`src/rtl/gpu_cmd_pkg.sv`:
```
// gpu_cmd_pkg: shared definitions for the draw-command dispatcher.
//   - opcode constants for the shape units and the idle/no-op code
//   - dispatcher state encoding
//   - op_to_done_idx: maps an opcode to its bit in the UNIT_DONE vector
//   - op_is_shape:    true for opcodes that start a shape unit
package gpu_cmd_pkg;

  localparam logic [3:0] OP_CF   = 4'd0;
  localparam logic [3:0] OP_CD   = 4'd1;
  localparam logic [3:0] OP_RF   = 4'd2;
  localparam logic [3:0] OP_RD   = 4'd3;
  localparam logic [3:0] OP_LD   = 4'd4;
  localparam logic [3:0] OP_FU   = 4'd10;
  localparam logic [3:0] OP_IDLE = 4'd15;

  localparam logic [2:0] DONE_IDX_FU = 3'd5;

  typedef enum logic [1:0] {
    ST_IDLE  = 2'd0,
    ST_ISSUE = 2'd1,
    ST_WAIT  = 2'd2,
    ST_DONE  = 2'd3
  } state_e;

  // Opcodes 0-4 map straight onto done bits 0-4; frame update uses bit 5.
  function automatic logic [2:0] op_to_done_idx(input logic [3:0] op);
    return (op == OP_FU) ? DONE_IDX_FU : op[2:0];
  endfunction

  function automatic logic op_is_shape(input logic [3:0] op);
    return (op <= OP_LD) || (op == OP_FU);
  endfunction

endpackage

```
`src/rtl/gpu_cmd_dispatch_watchdog.sv`:
```
// gpu_watchdog: saturating up-counter bounding how long the dispatcher waits
// for a shape unit.
//   CLK   in  system clock
//   RST_N in  synchronous active-low reset
//   clr   in  force the count to zero
//   en    in  count this cycle
//   tc    out the count reaches TIMEOUT-1 at the coming edge
module gpu_watchdog #(
  parameter int TIMEOUT = 4096
) (
  input  logic CLK,
  input  logic RST_N,
  input  logic clr,
  input  logic en,
  output logic tc
);

  localparam int W = $clog2(TIMEOUT);
  localparam logic [W-1:0] CNT_MAX = W'(TIMEOUT - 1);
  localparam logic [W-1:0] CNT_PRE = W'(TIMEOUT - 2);

  logic [W-1:0] cnt_q, cnt_d;

  always_comb begin
    cnt_d = cnt_q;
    if (clr) begin
      cnt_d = '0;
    end else if (en && (cnt_q != CNT_MAX)) begin
      cnt_d = cnt_q + 1'b1;
    end
  end

  // Flag the cycle whose increment lands on TIMEOUT-1, so the abort is taken
  // on the same edge the counter reaches its limit.
  assign tc = en && !clr && (cnt_q == CNT_PRE);

  always_ff @(posedge CLK) begin
    if (!RST_N) begin
      cnt_q <= '0;
    end else begin
      cnt_q <= cnt_d;
    end
  end

endmodule

```
`src/rtl/gpu_cmd_dispatch.sv`:
```
// gpu_cmd_dispatch: accepts draw commands, steers the unit-select bus, starts
// the selected shape unit and waits for its done with a watchdog.
//   CLK, RST_N                    clock, synchronous active-low reset
//   CMD_VALID/CMD_READY           command handshake (READY high only in IDLE)
//   CMD_OP, CMD_COLOR, CMD_X0..Y1 command fields
//   SEL, START                    unit select and one-cycle start strobe
//   P_COLOR, P_X0..P_Y1           parameters latched at command accept
//   UNIT_DONE                     per-unit done (bits 0-4 = ops 0-4, bit 5 = FU)
//   CMD_DONE, BUSY                completion pulse, not-idle indicator
//   ERR_OP, ERR_TO, ERR_CLR       sticky illegal-op / timeout flags and clear
//
// state | meaning
// IDLE  | ready for a command, SEL parked at 15
// ISSUE | START pulsed to selected unit, watchdog cleared
// WAIT  | SEL held, watchdog running, waiting for the unit's done
// DONE  | SEL held for the final colour capture, CMD_DONE pulsed
module gpu_cmd_dispatch
  import gpu_cmd_pkg::*;
#(
  parameter int COORD_W = 10,
  parameter int TIMEOUT = 4096
) (
  input  logic               CLK,
  input  logic               RST_N,
  input  logic               CMD_VALID,
  output logic               CMD_READY,
  input  logic [3:0]         CMD_OP,
  input  logic [15:0]        CMD_COLOR,
  input  logic [COORD_W-1:0] CMD_X0,
  input  logic [COORD_W-1:0] CMD_Y0,
  input  logic [COORD_W-1:0] CMD_X1,
  input  logic [COORD_W-1:0] CMD_Y1,
  output logic [3:0]         SEL,
  output logic               START,
  output logic [15:0]        P_COLOR,
  output logic [COORD_W-1:0] P_X0,
  output logic [COORD_W-1:0] P_Y0,
  output logic [COORD_W-1:0] P_X1,
  output logic [COORD_W-1:0] P_Y1,
  input  logic [5:0]         UNIT_DONE,
  output logic               CMD_DONE,
  output logic               BUSY,
  output logic               ERR_OP,
  output logic               ERR_TO,
  input  logic               ERR_CLR
);

  state_e             state_q, state_d;
  logic [3:0]         op_q, op_d;
  logic [15:0]        p_color_q, p_color_d;
  logic [COORD_W-1:0] p_x0_q, p_x0_d;
  logic [COORD_W-1:0] p_y0_q, p_y0_d;
  logic [COORD_W-1:0] p_x1_q, p_x1_d;
  logic [COORD_W-1:0] p_y1_q, p_y1_d;
  logic               err_op_q, err_op_d;
  logic               err_to_q, err_to_d;
  logic               wd_clr, wd_en, wd_tc;
  logic               unit_done_sel;

  gpu_watchdog #(
    .TIMEOUT(TIMEOUT)
  ) u_watchdog (
    .CLK  (CLK),
    .RST_N(RST_N),
    .clr  (wd_clr),
    .en   (wd_en),
    .tc   (wd_tc)
  );

  assign unit_done_sel = UNIT_DONE[op_to_done_idx(op_q)];

  always_comb begin
    state_d   = state_q;
    op_d      = op_q;
    p_color_d = p_color_q;
    p_x0_d    = p_x0_q;
    p_y0_d    = p_y0_q;
    p_x1_d    = p_x1_q;
    p_y1_d    = p_y1_q;
    err_op_d  = err_op_q;
    err_to_d  = err_to_q;
    wd_clr    = 1'b0;
    wd_en     = 1'b0;

    // Clear first so a set event later in this block takes priority.
    if (ERR_CLR) begin
      err_op_d = 1'b0;
      err_to_d = 1'b0;
    end

    case (state_q)
      ST_IDLE: begin
        if (CMD_VALID) begin
          if (op_is_shape(CMD_OP)) begin
            op_d      = CMD_OP;
            p_color_d = CMD_COLOR;
            p_x0_d    = CMD_X0;
            p_y0_d    = CMD_Y0;
            p_x1_d    = CMD_X1;
            p_y1_d    = CMD_Y1;
            state_d   = ST_ISSUE;
          end else if (CMD_OP != OP_IDLE) begin
            err_op_d = 1'b1;
          end
        end
      end
      ST_ISSUE: begin
        wd_clr  = 1'b1;
        state_d = ST_WAIT;
      end
      ST_WAIT: begin
        wd_en = 1'b1;
        if (unit_done_sel) begin
          state_d = ST_DONE;
        end else if (wd_tc) begin
          err_to_d = 1'b1;
          state_d  = ST_IDLE;
        end
      end
      ST_DONE: begin
        state_d = ST_IDLE;
      end
      default: begin
        state_d = ST_IDLE;
      end
    endcase
  end

  always_comb begin
    CMD_READY = (state_q == ST_IDLE);
    BUSY      = (state_q != ST_IDLE);
    START     = (state_q == ST_ISSUE);
    CMD_DONE  = (state_q == ST_DONE);
    SEL       = (state_q == ST_IDLE) ? OP_IDLE : op_q;
  end

  assign P_COLOR = p_color_q;
  assign P_X0    = p_x0_q;
  assign P_Y0    = p_y0_q;
  assign P_X1    = p_x1_q;
  assign P_Y1    = p_y1_q;
  assign ERR_OP  = err_op_q;
  assign ERR_TO  = err_to_q;

  always_ff @(posedge CLK) begin
    if (!RST_N) begin
      state_q   <= ST_IDLE;
      op_q      <= OP_IDLE;
      p_color_q <= '0;
      p_x0_q    <= '0;
      p_y0_q    <= '0;
      p_x1_q    <= '0;
      p_y1_q    <= '0;
      err_op_q  <= 1'b0;
      err_to_q  <= 1'b0;
    end else begin
      state_q   <= state_d;
      op_q      <= op_d;
      p_color_q <= p_color_d;
      p_x0_q    <= p_x0_d;
      p_y0_q    <= p_y0_d;
      p_x1_q    <= p_x1_d;
      p_y1_q    <= p_y1_d;
      err_op_q  <= err_op_d;
      err_to_q  <= err_to_d;
    end
  end

endmodule

```
`config.mk`:
```
export PLATFORM = sky130hd
export DESIGN_NAME = gpu_cmd_dispatch
export DESIGN_NICKNAME = d
export VERILOG_FILES = /design/src/rtl/gpu_cmd_pkg.sv /design/src/rtl/gpu_cmd_dispatch_watchdog.sv /design/src/rtl/gpu_cmd_dispatch.sv
export SDC_FILE = /design/constraint.sdc
export NUM_CORES = 1
export LEC_CHECK = 0
export ABC_AREA = 1
export CORE_ASPECT_RATIO = 1.25
export CORE_MARGIN = 3
export CORE_UTILIZATION = 44
export CTS_BUF_LIST = sky130_fd_sc_hd__clkbuf_4 sky130_fd_sc_hd__clkbuf_8
export DETAILED_ROUTE_END_ITERATION = 7
export PLACE_DENSITY = 0.83
export SYNTH_ARGS = -nofsm -noshare
export SYNTH_HDL_FRONTEND = slang
export SYNTH_HIERARCHICAL = 1
export SYNTH_SLANG_ARGS = --single-unit
```
`constraint.sdc`:
```
create_clock -name CLK -period 1.9 [get_ports CLK]
set_input_delay 0.19 -clock CLK [delete_from_list [all_inputs] [get_ports CLK]]
set_output_delay 0.19 -clock CLK [all_outputs]
set_load 0.01 [all_outputs]
```
# Word level (Yosys, flattened, before mapping)
# Index checks and enable logic that the tools add are counted.
classes:
  addsub: 1
  mux: 20
  eq_ne: 11
  bitwise: 1
  reduce_logical: 10
  order_cmp: 2
op_table:
  columns: ["cell", "count"]
  rows:
  - ["adder 12 x 1 -> 12 bit (second input constant)", 1]
  - ["== test 12 bit (second input constant)", 1]
  - ["two-way mux 1 bit", 12]
  - ["!= test 12 bit (second input constant)", 1]
  - ["== test 4 bit (second input constant)", 2]
  - ["two-way mux 2 bit", 4]
  - ["case mux 2 bit (4 select lines)", 1]
  - ["AND reduction 3 bit", 2]
  - ["== test 2 bit (second input constant)", 2]
  - ["<= comparator 4 x 3 -> 1 bit (second input constant)", 1]
  - ["< comparator 3 x 4 -> 1 bit (second input constant)", 1]
  - ["two-way mux 4 bit", 1]
  - ["!= test 4 bit (second input constant)", 1]
  - ["binary-select mux 1 bit (select 3 bit)", 1]
  - ["logical AND 1 bit", 3]
  - ["two-way mux 3 bit", 1]
  - ["!= test 3 x 2 -> 1 bit (second input constant)", 1]
  - ["== test 2 x 1 -> 1 bit (second input constant)", 1]
  - ["zero test 2 bit", 1]
  - ["!= test 2 x 1 -> 1 bit (second input constant)", 1]
  - ["!= test 2 bit (second input constant)", 1]
  - ["nonzero test 2 bit", 1]
  - ["OR reduction 2 bit", 1]
  - ["zero test 1 bit", 1]
  - ["other kinds (2)", 2]
totals:
  out_inout_bits: 66
  register_bits: 76

# Depth between registers and ports, before layout
logic_depth:
  depth_word: 8
  ltp_mapped: 10
  ltp_nobuf: 10

# Modules after synthesis
# Netlist, hierarchy kept.
modules_own_cells:
  columns: ["module", "cells_per_inst", "area_per_inst_um2", "seq_area_each_um2", "instances"]
  rows:
  - ["gpu_cmd_dispatch", 319, 2432.3, 1281.2, 1]
  - ["gpu_watchdog", 106, 721.9, 240.2, 1]

# Worst setup path before layout
# No wires, ideal clock.
synth_timing:
  kind: "flip-flop to flip-flop"
  start: "register state_q[1]"
  end: "register state_q[1]"
  required_ns: 1.790
  path_buffers: 0
  path_stages_with_launch: 10
  setup_time_ns: 0.110
  setup_slack_ns: 0.403
  period_less_slack_ns: 1.497
  arrival_ns: 1.387
  cell_sequence: "dfxtp_1 nand2_1 inv_1 nand3_1 nor4_1 nor2_1 nand3_1 nand3_1 nand2_1 inv_1"
synth_lines:
  columns: ["element", "line", "text"]
  rows:
  - ["start: declaration", "gpu_cmd_dispatch.sv:48", "state_e state_q, state_d;"]
  - ["start signal: assignment", "gpu_cmd_dispatch.sv:157", "state_q <= state_d;"]
  - ["== test 2 bit", "gpu_cmd_dispatch.sv:91", "case (state_q)"]
  - ["two-way mux 1 bit", "gpu_cmd_dispatch.sv:91", null]
  - ["via wd_en", "gpu_cmd_dispatch.sv:57", "logic wd_clr, wd_en, wd_tc;"]
  - ["logical AND 1 bit (2 in series)", "gpu_cmd_dispatch_watchdog.sv:35", "assign tc = en && !clr && (cnt_q == CNT_PRE);"]
  - ["via wd_tc", "gpu_cmd_dispatch.sv:57", null]
  - ["!= test 3 x 2 -> 1 bit (no source line)", null, null]
  - ["AND reduction 3 bit (no source line)", null, null]
# The timed path passes the listed nets, and every way through them passes these cells.
# A chain may end at the register's enable or synchronous reset.

# Worst setup path after layout
layout_timing:
  start: "register state_q[0]"
  end: "output START"
layout_between:
  elab_chain_len: 1
layout_rtl:
  columns: ["element", "line", "text"]
  rows:
  - ["== test 2 x 1 -> 1 bit", "gpu_cmd_dispatch.sv:132", "START = (state_q == ST_ISSUE);"]
  - ["end: declaration", "gpu_cmd_dispatch.sv:34", "output logic START,"]
# No other way between the ends.

==> flow_metrics.py <==
metrics = {
    "timing": {
        "setup_viol": 0,
        "tns_ns": 0,
        "layout_min_cycle_time_ns": 1.79,
        "finClkSkew_ns": 0.00934,
        "hold_viol_final": 0,
        "relSlewSlack_pct": 70.9,
        "period_share_pct": 94.3,
        "fmax_ghz": 0.558,
        "drv_slew": 0,
        "rsz0062_at_grt": "no",
        "setup_slack_ns": 0.108,
        "worst_pin_slew_ns": 0.433,
    },
    "worst_setup_path": {
        "cp.arrival_ns": 1.60,
        "cp_num_buf_inv": 2,
        "path_delay_family": "buffers and inverters",
        "slowest_stage": "clkdlybuf4s50_1",
        "crit_required_ns": 1.71,
        "worst_setup_path_start_kind": "flip-flop",
        "crit_type": "reg -> out",
        "cp_max_fo": 3,
        "cp-end-kind": "output pin",
        "cp_cell_sequence": "inv_1, nor2_1, clkdlybuf4s50_1",
        "max_stage_delay_ns": 0.58,
    },
    "detailed_routing": {
        "routed_wl_mm": 8.73,
        "vias": 3215,
        "viasPerCell": 4.92,
        "ant_nets": 0,
        "wl_per_cell_um": 13.4,
        "initialDrtViolationCount": 217,
        "drt_first_pass_iters": 4,
        "drc": 0,
    },
    "die": {
        "initial_core_util_pct": 46.6,
        "coreArea_sq_um": 6770,
        "dieArea_sq_um": 8230,
        "die_h_um": 101,
        "row_count": 33,
        "die_x_um": 81.7,
        "io_pins": 136,
    },
    "run": {
        "maxCapViolCount": 0,
    },
    "global_route": {
        "grt_most_used_layer": "met2",
        "grt_pass1_vias": 3159,
        "track_usage_pct": 22.4,
        "antenna_found_initial": 0,
        "grt_first_pass_wirelength_mm": 14.4,
        "grt_overflow": 0,
        "met2_usage_pct": 38.0,
        "gr-usage-met1_pct": 24.8,
        "grt_max_degree": 35,
        "grt_util_met3_pct": 8.05,
    },
    "clock_tree": {
        "h-tree-depth": 3,
        "clkSinkCount": 76,
        "cts_tree": "yes",
        "cts_resized": 0,
        "cts_setup_buffers": 0,
        "clk_latency_ns": 0.34,
        "clk_pin_slew_ns": 0.08,
        "clockBufferDepth": 2,
        "cts_buffers": 9,
        "holdBufCountCts": 0,
        "root_buffer": "clkbuf_8",
    },
    "synthesis": {
        "avgSynthCellArea_sq_um": 7.42,
        "syn_nets": 497,
        "yosys_warnings": 6,
        "synth-seq-cells": 76,
        "synth_top_family_by_area": "simple AND/OR/NAND/NOR gates",
        "yosys.area.top_type": "dfxtp_1",
        "yosysTopAreaCellShare_pct": 48.2,
        "seq_area_frac_synth_pct": 48.2,
        "syn_inst": 425,
        "synth_enable_flop_cells": 0,
        "netlist_area_sq_um": 3150,
        "synthDistinctLibCells": 26,
        "synth_fa_ha_area_share_pct": 0.793,
        "synth_xor_area_share_pct": 1.11,
        "synthSimpleGateAreaFrac_pct": 28.3,
        "synth-compound-area-share_pct": 13.3,
        "async_reset_ff_share_pct": 0,
        "synth_area_leaders": "dfxtp_1 (48%), nor2_1 (15%), nand2_1 (6.7%), o21ai_0 (6.5%), buf_6 (3.6%)",
        "synth_mux_area_share_pct": 0,
        "synth-main-ff-cell": "dfxtp_1",
    },
    "place": {
        "dpl.hpwl_mm": 6.47,
        "port_buffers": 135,
        "dp_slack_ns": 0.165,
        "gp_congestion": 0.795,
    },
    "hold_path": {
        "hold_class": "in -> reg",
    },
    "pwr": {
        "p_sw_uw": 999,
        "netSwitchingFraction_pct": 25.8,
        "leakage_nw": 1.90,
        "internal_power_mw": 2.88,
        "clock_power_share_pct": 34.6,
        "combPwrFrac_pct": 19.7,
        "peakVddDrop_v": 0.000560,
        "seq_power_share_pct": 45.7,
        "pwr_density_cell_nw_per_um2": 811,
    },
    "finish": {
        "seqCellArea_sq_um": 1520,
        "drive_above_1_share_pct": 7.07,
        "diodes": 0,
        "final_common_cell": "clkdlybuf4s50_1",
        "final_net_count": 633,
        "area_growth_pct": 51.6,
        "fin_util_pct": 70.6,
        "final_cell_mix": "clkdlybuf4s50_1 (135), nor2_1 (130), dfxtp_1 (76)",
        "multiInputGateArea_sq_um": 1370,
        "nFillCells": 573,
    },
    "status": {
        "status": "finished, final reports clean",
    },
}
==> layout make-up <==
class	instances	share of cell area, %
Clock inverter	6	1.86
Inverter	30	2.41
Multi-Input combinational cell	300	28.7
Tap cell	87	2.28
Timing Repair Buffer	144	30.2
Clock buffer	10	2.75
Sequential cell	76	31.8
==> cells in the mapped netlist (2+ instances only) <==
library cell    n
ha_1            2
nand3_2         2
a21oi_1        16
nand4_1         4
buf_6          10
inv_1          26
xnor2_1         2
o21ai_0        41
nand3_1        11
xor2_1          2
nor2_1        130
inv_2           3
o21ai_1        22
nor2_4          3
clkbuf_1        8
nand2_4         3
dfxtp_1        76
nand2_1        56
==> power groups by stage <==
stage / sequential, mW / combinational, mW / clock (mW)
5_1_grt: 1.79 / 0.842 / 1.41
4_1_cts: 1.77 / 0.771 / 1.37
3_3_place_gp: 1.80 / 0.752 / 0
2_1_floorplan: 1.84 / 0.309 / 0
6_report: 1.77 / 0.764 / 1.34
3_5_place_dp: 1.81 / 0.765 / 0
==> sequential cells by signal, summed over array words and instances (netlist names), 2 cells and up <==
name and count:
P_COLOR 16, u_watchdog/cnt_q 12, P_X0 10, P_X1 10, P_Y0 10, P_Y1 10, op_q 4, state_q 2
==> tightest hold or removal path, cell delays in order <==
cell and delay [ns]:
clkdlybuf4s50_1 0.39, o21ai_1 0.12, nor2_1 0.04
==> metrics by stage <==
step                      hold slack [ns]  std cells  cell area, sq um  total power [mW]
after global placement              0.458        637              4560              2.55
after floorplan                     0.303        425              3150              2.15
final                               0.444        653              4780              3.88
after global routing                0.460        653              4780              4.04
after detailed placement            0.459        637              4560              2.57
after CTS                           0.434        653              4780              3.91
==> cell families after synthesis <==
kind of cell / after synthesis
AND/OR/NAND/NOR: 213
AO/OA/AOI/OAI: 81
flip-flops: 76
buffers and inverters: 49
XOR/XNOR: 4
adder cells (fa/ha/maj): 2
==> path summary, 6_finish.rpt <==
kind | from | endpoint | slack, ns | depth (start not counted)
worst max-delay path | state_q[0] | START | 0.11 | 3
worst min-delay path | CMD_COLOR[2] | P_COLOR[2] | 0.44 | 3
worst max register to register | u_watchdog/cnt_q[9] | state_q[1] | 0.32 | 7
worst min register to register | ERR_OP | ERR_OP | 0.47 | 2
==> layer usage <==
| layer | wire length (um) | part of all wire [%] |
|---|---|---|
| met1 | 3350 | 38 |
| met3 | 730 | 8.4 |
| met5 | 0 | 0 |
| met4 | 195 | 2.2 |
| met2 | 4450 | 51 |
Power figures use the tool's default switching activity.
